[src/rtl/mem_arb_pkg.sv]
// Shared types and constants for the two-requester memory arbiter.
package mem_arb_pkg;

    localparam int DEFAULT_WIDTH = 32;

    typedef enum logic [1:0] {
        IDLE   = 2'd0,
        ACCESS = 2'd1,
        RESP   = 2'd2
    } state_t;

endpackage

[src/rtl/mem_arb_rr.sv]
// Two-way round-robin pick: a tie goes to whoever was not granted last.
module mem_arb_rr (
    input  logic req0,
    input  logic req1,
    input  logic last,
    output logic winner
);

    always_comb begin
        if (req0 && req1) begin
            winner = ~last;
        end else begin
            winner = req1;
        end
    end

endmodule

[src/rtl/mem_arbiter.sv]
// Arbitrates two requesters onto a single-port memory; one access in flight at a time.
module mem_arbiter
    import mem_arb_pkg::*;
#(
    parameter int WIDTH = DEFAULT_WIDTH
) (
    input  logic             clk,
    input  logic             rst_n,
    input  logic             req0,
    input  logic             req1,
    input  logic             we0,
    input  logic             we1,
    input  logic [WIDTH-1:0] addr0,
    input  logic [WIDTH-1:0] addr1,
    input  logic [WIDTH-1:0] wdata0,
    input  logic [WIDTH-1:0] wdata1,
    output logic             gnt0,
    output logic             gnt1,
    output logic             rvalid0,
    output logic             rvalid1,
    output logic [WIDTH-1:0] rdata0,
    output logic [WIDTH-1:0] rdata1,
    output logic             mem_we,
    output logic [WIDTH-1:0] mem_a,
    output logic [WIDTH-1:0] mem_wd,
    input  logic [WIDTH-1:0] mem_rd
);

    state_t           state_reg;
    logic             last_reg;
    logic             winner_reg;
    logic             we_reg;
    logic             gnt0_reg;
    logic             gnt1_reg;
    logic             rvalid0_reg;
    logic             rvalid1_reg;
    logic             mem_we_reg;
    logic [WIDTH-1:0] mem_a_reg;
    logic [WIDTH-1:0] mem_wd_reg;
    logic             winner;

    mem_arb_rr u_rr (
        .req0   (req0),
        .req1   (req1),
        .last   (last_reg),
        .winner (winner)
    );

    // Pulses default low each cycle; address/data registers hold between accesses.
    always_ff @(posedge clk or negedge rst_n) begin
        if (!rst_n) begin
            state_reg   <= IDLE;
            last_reg    <= 1'b1;
            winner_reg  <= 1'b0;
            we_reg      <= 1'b0;
            gnt0_reg    <= 1'b0;
            gnt1_reg    <= 1'b0;
            rvalid0_reg <= 1'b0;
            rvalid1_reg <= 1'b0;
            mem_we_reg  <= 1'b0;
            mem_a_reg   <= '0;
            mem_wd_reg  <= '0;
        end else begin
            gnt0_reg    <= 1'b0;
            gnt1_reg    <= 1'b0;
            rvalid0_reg <= 1'b0;
            rvalid1_reg <= 1'b0;
            mem_we_reg  <= 1'b0;
            case (state_reg)
                IDLE: begin
                    if (req0 || req1) begin
                        state_reg  <= ACCESS;
                        winner_reg <= winner;
                        last_reg   <= winner;
                        we_reg     <= winner ? we1 : we0;
                        mem_we_reg <= winner ? we1 : we0;
                        mem_a_reg  <= winner ? addr1 : addr0;
                        mem_wd_reg <= winner ? wdata1 : wdata0;
                        gnt0_reg   <= ~winner;
                        gnt1_reg   <= winner;
                    end
                end
                ACCESS: begin
                    if (we_reg) begin
                        state_reg <= IDLE;
                    end else begin
                        state_reg   <= RESP;
                        rvalid0_reg <= ~winner_reg;
                        rvalid1_reg <= winner_reg;
                    end
                end
                RESP: begin
                    state_reg <= IDLE;
                end
                default: begin
                    state_reg <= IDLE;
                end
            endcase
        end
    end

    assign gnt0    = gnt0_reg;
    assign gnt1    = gnt1_reg;
    assign rvalid0 = rvalid0_reg;
    assign rvalid1 = rvalid1_reg;
    assign mem_we  = mem_we_reg;
    assign mem_a   = mem_a_reg;
    assign mem_wd  = mem_wd_reg;

    // Memory read data is live during RESP; only the selected requester sees it.
    assign rdata0 = rvalid0_reg ? mem_rd : '0;
    assign rdata1 = rvalid1_reg ? mem_rd : '0;

endmodule

[config.mk]
export PLATFORM = sky130hd
export DESIGN_NAME = mem_arbiter
export DESIGN_NICKNAME = d
export VERILOG_FILES = /design/src/rtl/mem_arb_pkg.sv /design/src/rtl/mem_arb_rr.sv /design/src/rtl/mem_arbiter.sv
export SDC_FILE = /design/constraint.sdc
export NUM_CORES = 1
export LEC_CHECK = 0
export CORE_ASPECT_RATIO = 1.5
export CORE_MARGIN = 4
export CORE_UTILIZATION = 30
export CTS_BUF_LIST = sky130_fd_sc_hd__clkbuf_8
export CTS_CLUSTER_SIZE = 8
export DETAILED_ROUTE_END_ITERATION = 10
export HOLD_SLACK_MARGIN = 0.08
export PLACE_DENSITY = 0.72
export RECOVER_POWER = 50
export SLEW_MARGIN = 40
export SYNTH_ARGS = -nofsm -noshare
export SYNTH_HDL_FRONTEND = slang
export SYNTH_HIERARCHICAL = 1
export SYNTH_SLANG_ARGS = --single-unit
[constraint.sdc]
create_clock -name clk -period 3.3 [get_ports clk]
set_input_delay 0.66 -clock clk [delete_from_list [all_inputs] [get_ports clk]]
set_output_delay 0.66 -clock clk [all_outputs]
set_load 0.01 [all_outputs]
Word level (Yosys, flattened, before mapping) --
Index checks and enable logic that the tools add are counted.
Operators by class: mux-type cells 19, bitwise operators 3, reductions and logical operators 4, equality and inequality tests 2
Operators with widths (number):
- $mux W32 | 4
- $mux W1 | 12
- $mux W2 | 2
- $pmux W2 S2 | 1
- $not A1 Y1 | 3
- $eq A2 B1 Y1 const B | 1
- $logic_not A2 Y1 | 1
- $ne A2 B2 Y1 const B | 1
- $reduce_and A2 Y1 | 1
- $logic_and A1 B1 Y1 | 1
- $logic_or A1 B1 Y1 | 1
Word-level totals: register bits 74, input port bits 166

Longest topological paths before layout --
Gate-level depths: netlist (run 1).
depth after elaboration 5, depth in mapped cells 6, gate-level depth less buffers 4

Cells and area by module --
The synthesis (run 1) kept the hierarchy.
By module, submodules not included:
- mem_arbiter | area each 4052.6 um^2, cells each 301, sequential area each 1853.0 um^2, instances 1
- mem_arb_rr | area each 11.3 um^2, cells each 1, sequential area each 0.0 um^2, instances 1

Least setup slack after synthesis (run 1) --
OpenSTA, ideal clock, no wires.
path kind input to register, from input req1, to register mem_a_reg[3], in the netlist mem_a[3], data required time 3.175 ns, cell stages on the path 6, slack 1.452 ns, buffers on the path 3, arrival 1.723 ns, library setup time 0.125 ns, path through a21boi_2 buf_6 buf_6 buf_6 mux2_4 mux2_4
On the way: cells in the longest elaborated chain, start to end 3, elaborated cells on any way between the ends 5, classes of those cells mux (2); reduce/logical (3)
Ends and longest elaborated chain:
- start: declaration | RTL line mem_arbiter.sv:10 | input logic req1,
- $logic_and A1 B1 Y1 | RTL line mem_arb_rr.sv:10 | if (req0 && req1) begin
- $mux W1 | RTL line mem_arb_rr.sv:10
- $mux W32 | RTL line mem_arbiter.sv:77 | mem_a_reg <= winner ? addr1 : addr0;
- end signal: assignment | RTL line mem_arbiter.sv:77
- end: declaration | RTL line mem_arbiter.sv:38 | logic [WIDTH-1:0] mem_a_reg;
Several ways; a longest one is shown, not always the timed one. A chain may end at the register's enable or synchronous reset.

Worst setup path after layout (run 1) --
from input req0, to register mem_wd_reg[3], in the netlist mem_wd[3]
On the way: cells in the longest elaborated chain, start to end 3, elaborated cells on any way between the ends 5, classes of those cells mux (2); reduce/logical (3)
Ends and longest elaborated chain:
- start: declaration | RTL line mem_arbiter.sv:9 | input logic req0,
- $logic_and A1 B1 Y1 | RTL line mem_arb_rr.sv:10
- $mux W1 | RTL line mem_arb_rr.sv:10
- $mux W32 | RTL line mem_arbiter.sv:78 | mem_wd_reg <= winner ? wdata1 : wdata0;
- end signal: assignment | RTL line mem_arbiter.sv:78
- end: declaration | RTL line mem_arbiter.sv:39 | logic [WIDTH-1:0] mem_wd_reg;
Several ways; a longest one is shown, not always the timed one.

==> flow_summary.ini, run 1 <==
[global_route]
met2_usage = 0.3361
antenna_found_initial = 0
grt_start_max_net_pins = 75
grt.overflow.total = 0
grt.busiest_layer = met2
grt_pass1_wl_mm = 20.14
use_met3 = 0.05378
grt_pass1_vias = 3803
grt.total_usage = 0.1713
grt_use_met1 = 0.1597

[final_layout]
drive_above_1_share = 0.2575
nFillCells = 1132
n_antenna_cell = 0
multi_input_area_um2 = 2054
nets = 759
final_area_um2 = 7317
syn_to_final_growth_pct = 80.05
seq_area_um2 = 1856

[worst_hold_path]
hold_start = winner_reg
holdCritPathClass = reg2reg

[flow_run]
drv_cap = 1

[power]
finalPower_uw = 5176
ir_drop_uv = 334.4
power_density_nw_per_um2 = 707.4
p_leak_uw = 0.002990

[setup_path]
cp-end-kind = flop
worstSetupPathType = in2reg
start_kind = input port
crit_required_ns = 3.52
cp_max_fo = 25
startpoint = req0
rr_startpoint = state_reg[1]
crit_arrival_ns = 3.03

[clocking]
cts_buffers = 9
ctsHoldBuffers = 0
root_buffer = clkbuf_8
worstSkewPairLatency_ns = 0.35
clkSlewWorstSetupHoldPaths_ns = 0.08
postCtsSetupBuffers = 0
ctsLongestPathBuffers = 2
h-tree-depth = 3
numClockSinks = 74
cts_resized = 0
cts_tree = yes

[timing]
slew_violations = 75
worst_slew_pin_slew_ns = 1.847
rsz0062_at_grt = no
fin_crit_sh = 0.8502
fin_crit_ns = 2.806
hold_viol_final = 0
clock.fmax_ghz = 0.3564
slew_headroom = -0.2312
skew_ns = 0.01500
setup_violations = 0
finalSetupTns_ns = 0

[synthesis]
ys_ff_latch = 74
yosysUniqueCellTypes = 16
synth_area_um2 = 4064
syn_avg_cell_area_um2 = 13.46
syn-num-nets = 468
ys_seq_area_frac = 0.4560
synthCells = 302
yosys_warnings = 6

[place]
dpl_cell_area_um2 = 7162
hpwl_mm = 11.30
gp_congestion = 0.7815
numPortBuffers = 298

[status]
status = finished, violations left
violations = capacitance limit, slew limit

[floorplanning]
die_area_um2 = 15510
pin_count = 299
initial_core_util = 0.3092
die_w_um = 103.0
die_height_um = 150.5
core_um2 = 13150
rows = 51

[detailed_routing]
drt_iter0_markers = 78
postRouteAntennaNets = 0
avgRoutedWirePerCell_um = 18.55
vias_per_cell = 4.610
vias = 3490
drt_first_pass_iters = 4
routed_wl_mm = 14.05
drc_errors = 0
-- path summary, 6_finish.rpt --
check,to,slack [ns],depth (start not counted)
setup / recovery,mem_wd[3],0.49,5
hold / removal,rvalid0,0.44,1
min in group asynchronous,mem_wd[11],0.80,1
max in group asynchronous,rvalid1,1.26,1
hold reg to reg,rvalid0,0.44,1
setup reg to reg,mem_wd[3],1.23,5
-- routing by layer --
metal,wire length (um),vias to the layer above
met5,0,-
met4,317,0
met3,1392,15
met2,7968,183
met1,4368,1678
li1,-,1614
-- cell usage after synthesis --
| library cell | count | area, um2 |
|---|---|---|
| nor2b_1 | 1 | 6.260 |
| nor2_1 | 3 | 11.26 |
| dfrtp_1 | 73 | 1827 |
| mux2i_1 | 2 | 20.02 |
| buf_2 | 8 | 40.04 |
| mux2_2 | 98 | 1104 |
| inv_2 | 1 | 3.750 |
| o21ai_2 | 1 | 8.760 |
| buf_6 | 7 | 78.83 |
| a21boi_2 | 1 | 11.26 |
| dfstp_2 | 1 | 26.28 |
| inv_1 | 1 | 3.750 |
| mux2_4 | 32 | 480.5 |
| nor3b_1 | 1 | 7.510 |
| and2_1 | 66 | 412.9 |
| clkbuf_1 | 6 | 22.52 |
-- cells by family (layout without fill, tap and decap cells) --
family | Yosys count | count (layout) | synth area share
multiplexers | 132 | 132 | 0.3947
flip-flops | 74 | 74 | 0.4560
AND/OR/NAND/NOR | 71 | 71 | 0.1078
buffers and inverters | 23 | 319 | 0.03664
AO/OA/AOI/OAI | 2 | 2 | 0.004926
-- worst max-delay path, stage by stage --
cell and delay (ns):
dlygate4sd3_1 0.54, o21ai_0 0.56, clkinvlp_2 0.36, clkbuf_2 0.47, mux2_2 0.41
-- where the power goes --
| part | internal, uW | switching (uW) | leakage [uW] | total (uW) |
|---|---|---|---|---|
| clock network | 279 | 359 | 0.0000904 | 639 |
| registers | 1370 | 265 | 0.000869 | 1640 |
| logic | 1800 | 1100 | 0.00203 | 2900 |
-- cells in the final DEF (no fill, tap or decap) --
master and instances:
and2_0 1, clkinv_4 1, a21boi_0 1, and2_1 65, nor2b_1 1, nor3b_1 1
dfrtp_1 71, clkdlybuf4s50_1 240, clkinvlp_2 1, clkinv_2 2, mux2_4 32, nor2_1 3
buf_12 2, dfstp_2 1, inv_6 3, clkinvlp_4 1, o21ai_0 1, clkbuf_2 2
mux2i_1 2, inv_1 1, clkbuf_8 9, dfrtp_2 2, mux2_2 98, dlygate4sd3_1 57
-- area by class of cell --
cell class	count	area share
repair buffers	301	0.4131
multi-input cells	205	0.2808
flip-flops and latches	74	0.2536
well taps	159	0.02719
clock buffers	9	0.01693
clock inverters	7	0.007182
inverters	2	0.001197
-- through the flow --
stage,cells,hold WS [ns],setup slack [ns],util
3_5_place_dp,741,0.4317,0.6777,0.5448
3_3_place_gp,741,0.4239,0.6509,0.5445
5_1_grt,757,0.4555,0.3807,0.5566
4_1_cts,757,0.3404,0.5368,0.5583
2_1_floorplan,302,0.3644,1.452,-
6_report,757,0.4373,0.4943,0.5566
Power figures use the tool's default switching activity.
==> inputs of run 2 (changes only) <==
--- a/config.mk
+++ b/config.mk
@@ -12,10 +12,12 @@
 export CTS_CLUSTER_SIZE = 8
 export DETAILED_ROUTE_END_ITERATION = 10
 export HOLD_SLACK_MARGIN = 0.08
+export MAX_ROUTING_LAYER = met4
 export PLACE_DENSITY = 0.72
 export RECOVER_POWER = 50
-export SLEW_MARGIN = 40
+export SLEW_MARGIN = 0
 export SYNTH_ARGS = -nofsm -noshare
 export SYNTH_HDL_FRONTEND = slang
 export SYNTH_HIERARCHICAL = 1
 export SYNTH_SLANG_ARGS = --single-unit
+export TNS_END_PERCENT = 20
==> run 2 against run 1 <==
  * The flow still finishes with violations (capacitance limit, slew limit)
  * Flip-flop and latch count did not move
  * Non-clock buffer count did not move
  * Register-to-register slack improved by 0.03 ns
  * Setup slack improved by 0.023 ns
  * Utilization rose by 0.17 points
  * Critical path type unchanged
  * Largest power group unchanged
==> flow_summary.ini, run 2 (synthesis gave the netlist of run 1 again) <==
[setup_path]
r2r_cells = 5
cp.depth = 5
startpoint = req1
slowest_delay_ns = 0.56
cp-end-kind = flop
path_buf_inv = 3
rr_startpoint = state_reg[1]
start_kind = input port
r2r-end = mem_wd[3]
cp_max_fo = 25
worstSetupPathType = in2reg
crit_arrival_ns = 3.01
worst-r2r-setup-slack_ns = 1.26
crit_path_end = mem_wd[3]
crit_chain = dlygate4sd3_1 -> o21ai_0 -> clkinvlp_2 -> clkbuf_2 -> mux2_2
cpLargestDelayFamily = buffers and inverters
crit_required_ns = 3.53
critPathSlowestCell = o21ai_0

[power]
p_leak_uw = 0.003003
switching_power_uw = 1723
swShare = 0.3283
power_density_nw_per_um2 = 715.2
power_frac_seq = 0.312
p_clk_frac = 0.136
p_int_uw = 3526
ir_drop_uv = 341.7
pwr-share-comb = 0.552

[final_layout]
final_area_um2 = 7340
drive_above_1_share = 0.2542
nFillCells = 1135
final_cell_mix = 240 x clkdlybuf4s50_1, 98 x mux2_2, 73 x dfrtp_1, 65 x and2_1, 57 x dlygate4sd3_1
syn_to_final_growth_pct = 80.60
n_antenna_cell = 0
nets = 759
final_common_cell = clkdlybuf4s50_1
final_util = 0.5583

[clocking]
worstSkewPairLatency_ns = 0.35
root_buffer = clkbuf_8
postCtsSetupBuffers = 0
cts_tree = yes
clkSlewWorstSetupHoldPaths_ns = 0.08
ctsLongestPathBuffers = 2
numClockSinks = 74
cts_buffers = 9
ctsHoldBuffers = 0
h-tree-depth = 3
cts_resized = 0

[floorplanning]
die_w_um = 103.0
initial_core_util = 0.3092
core_um2 = 13150
die_height_um = 150.5
rows = 51
pin_count = 299
die_area_um2 = 15510

[timing]
setup_violations = 0
whs_ns = 0.4459
slew_headroom = -0.2392
skew_ns = 0.01482
finalSetupTns_ns = 0
worst_slew_pin_slew_ns = 1.859
hold_viol_final = 0
clock.fmax_ghz = 0.3594
fin_crit_ns = 2.783
rsz0062_at_grt = no
timing.final.ws_setup_ns = 0.5172
slew_violations = 75
fin_crit_sh = 0.8433

[detailed_routing]
drt_first_pass_iters = 4
drt_iter0_markers = 70
vias_per_cell = 4.593
drc_errors = 0
postRouteAntennaNets = 0
routed_wl_mm = 14.02
vias = 3477
avgRoutedWirePerCell_um = 18.52

[status]
status = finished, violations left
violations = capacitance limit, slew limit

[global_route]
grt.overflow.total = 0
grt.total_usage = 0.1760
grt_pass1_vias = 3766
grt_start_max_net_pins = 75
antenna_found_initial = 0
grt_pass1_wl_mm = 19.96

[place]
pre_cts_ws_ns = 0.6683
dpl_cell_area_um2 = 7158
gp_congestion = 0.7924
numPortBuffers = 298
hpwl_mm = 11.26

[worst_hold_path]
holdCritPathClass = reg2reg

[flow_run]
drv_cap = 1
==> run 2: cell count changes in the layout (fill, tap and decap cells not counted) <==
cell and delta:
dfrtp_1 +2, clkinv_2 -1, dfrtp_2 -2, clkinv_4 +1, bufinv_16 +1, inv_6 -1
==> run 2: area by class of cell <==
| type | count | area [um2] | area share |
|---|---|---|---|
| Clock inverter | 7 | 77.57 | 0.01057 |
| Timing Repair Buffer | 301 | 3023 | 0.4119 |
| Tap cell | 159 | 198.9 | 0.02711 |
| Inverter | 2 | 8.758 | 0.001193 |
| Sequential cell | 74 | 1853 | 0.2525 |
| Multi-Input combinational cell | 205 | 2054 | 0.2799 |
| Clock buffer | 9 | 123.9 | 0.01688 |
==> run 2: how the worst min path moves through the flow <==
stage | start | end | depth (start not counted) | slack, ns
floorplan | rst_n | gnt0 | 0 | 0.36
global placement | winner_reg | rvalid0 | 1 | 0.42
detailed placement | winner_reg | rvalid0 | 1 | 0.43
CTS | winner_reg | rvalid0 | 1 | 0.44
global route | winner_reg | rvalid0 | 1 | 0.47
finish | winner_reg | rvalid0 | 1 | 0.45
==> run 2: power groups by stage <==
| stage | combinational [uW] | sequential (uW) | clock [uW] |
|---|---|---|---|
| 2_1_floorplan | 1360 | 1810 | 0 |
| 3_3_place_gp | 3060 | 1650 | 0 |
| 3_5_place_dp | 3080 | 1680 | 0 |
| 4_1_cts | 3090 | 1670 | 755 |
| 5_1_grt | 3080 | 1710 | 797 |
| 6_report | 2900 | 1640 | 715 |
==> run 2: layer usage <==
metal	global-route usage	routed length (um)	part of all wire
met4	0.08101	435	0.031
met3	0.03755	1218	0.087
met5	-	0	0
met2	0.3284	7848	0.56
met1	0.1674	4515	0.32
==> run 2: through the flow <==
stage,total power [uW],std cells
finish,5249,757
floorplan,3169,302
global placement,4711,741
CTS,5517,757
global route,5582,757
detailed placement,4757,741
==> inputs of run 3 (changes only) <==
==> constraint.sdc (replaced) <==
create_clock -name clk -period 2.6 [get_ports clk]
set_input_delay 0.52 -clock clk [delete_from_list [all_inputs] [get_ports clk]]
set_output_delay 0.52 -clock clk [all_outputs]
set_load 0.01 [all_outputs]
==> run 3 against run 2 <==
  * The run still ends with capacitance limit, slew limit left
  * Critical path depth is the same
  * Total power grew 29%
  * Hold slack better by 0.0039 ns
  * Utilization grew 0.45 points
  * Non-clock buffer count grew 4
  * Global-route usage increased by 0.69 points
  * Clock power is 38% higher
  * Sequential power increased by 24%
  * Largest power group unchanged
==> flow_summary.ini, run 3 (synthesis gave the netlist of run 1 again) <==
[status]
status = finished, violations left
violations = capacitance limit, slew limit

[timing]
hold_viol_final = 0
timing.final.ws_setup_ns = 0.2150
finalSetupTns_ns = 0
setup_violations = 0
fin_crit_ns = 2.385
rsz0062_at_grt = no
slew_violations = 75
fin_crit_sh = 0.9173
slew_headroom = -0.2732
clock.fmax_ghz = 0.4193
worst_slew_pin_slew_ns = 1.910
skew_ns = 0.009222

[detailed_routing]
avgRoutedWirePerCell_um = 19.01
routed_wl_mm = 14.43
postRouteAntennaNets = 0
drt_first_pass_iters = 4
vias = 3505
drt_iter0_markers = 43
drc_errors = 0
vias_per_cell = 4.618

[final_layout]
nets = 763
syn_to_final_growth_pct = 82.05
drive_above_1_share = 0.2583
n_antenna_cell = 0
final_cell_mix = 240 x clkdlybuf4s50_1, 98 x mux2_2, 73 x dfrtp_1, 65 x and2_1, 57 x dlygate4sd3_1
fin_cells = 759
final_area_um2 = 7398
final_common_cell = clkdlybuf4s50_1

[floorplanning]
die_height_um = 150.5
rows = 51
die_w_um = 103.0
die_area_um2 = 15510
initial_core_util = 0.3092
pin_count = 299
core_um2 = 13150

[setup_path]
cpLargestDelayFamily = buffers and inverters
r2r_cells = 4
cp-end-kind = flop
crit_arrival_ns = 2.63
rr_startpoint = last_reg
crit_required_ns = 2.84
r2r-end = mem_wd[24]
critPathSlowestCell = dlygate4sd3_1
path_buf_inv = 2
start_kind = input port
worst-r2r-setup-slack_ns = 0.62
slowest_delay_ns = 0.56
cp_max_fo = 41
worstSetupPathType = in2reg
crit_chain = dlygate4sd3_1 -> a21boi_0 -> buf_12 -> mux2_2 -> mux2_4

[place]
gp_congestion = 0.8058
dpl.cell_count = 745
pre_cts_ws_ns = 0.2349
numPortBuffers = 298
hpwl_mm = 11.61
dpl_cell_area_um2 = 7201

[worst_hold_path]
holdCritPathClass = reg2reg
hold_depth = 1
whs_endpoint = rvalid0
hold_start = winner_reg

[power]
p_int_uw = 4621
pwr-share-comb = 0.555
power_frac_seq = 0.299
p_leak_uw = 0.003037
swShare = 0.3196
power_density_nw_per_um2 = 918.0
ir_drop_uv = 395.9
p_clk_frac = 0.145
switching_power_uw = 2171
finalPower_uw = 6792

[clocking]
numClockSinks = 74
cts_tree = yes
cts_buffers = 9
postCtsSetupBuffers = 0
h-tree-depth = 3
root_buffer = clkbuf_8
ctsLongestPathBuffers = 2
ctsHoldBuffers = 0
clkSlewWorstSetupHoldPaths_ns = 0.08
cts_resized = 0
worstSkewPairLatency_ns = 0.35

[global_route]
grt.total_usage = 0.1828
antenna_found_initial = 0
grt_pass1_vias = 3830
grt.overflow.total = 0
grt_start_max_net_pins = 75
grt_pass1_wl_mm = 20.68

[flow_run]
drv_cap = 1
## run 3: worst reg2reg max path, cell delays in order (launching register included)
cell	delay (ns)
dfstp_2	0.37
a21boi_0	0.52
buf_12	0.32
mux2_2	0.41
mux2_4	0.26
## run 3: worst max path at each step
stage / from / to / depth (start not counted)
floorplan: req1 / mem_a[3] / 6
finish: req1 / mem_wd[24] / 5
global placement: mem_rd[27] / rdata1[27] / 3
detailed placement: mem_rd[27] / rdata1[27] / 3
CTS: mem_rd[27] / rdata1[27] / 3
global route: req1 / mem_wd[19] / 5
## run 3: layout make-up
type	count	area (um2)
Clock inverter	4	76.32
Inverter	2	8.758
Fill cell	1117	5747
Clock buffer	10	137.6
Sequential cell	74	1853
Timing Repair Buffer	305	3065
Tap cell	159	198.9
Multi-Input combinational cell	205	2058
## run 3: layer usage
metal | up-vias | routed length, um | track usage
li1 | 1626 | - | -
met1 | 1647 | 4555 | 0.1712
met2 | 200 | 7926 | 0.3400
met3 | 32 | 1401 | 0.04126
met4 | 0 | 547 | 0.08944
met5 | - | 0 | -
## run 3: metrics by stage
step / util / hold WS [ns]
after floorplan: - / 0.2244
after CTS: 0.5641 / 0.3351
final: 0.5628 / 0.4498
after global placement: 0.5478 / 0.4210
after global routing: 0.5628 / 0.4784
after detailed placement: 0.5478 / 0.4369
## run 3: power by group through the flow
stage,sequential [uW],clock (uW),combinational (uW)
2_1_floorplan,2300,0,1720
3_3_place_gp,2040,0,3950
3_5_place_dp,2070,0,4000
4_1_cts,2070,1030,4010
5_1_grt,2110,1080,4020
6_report,2030,987,3770
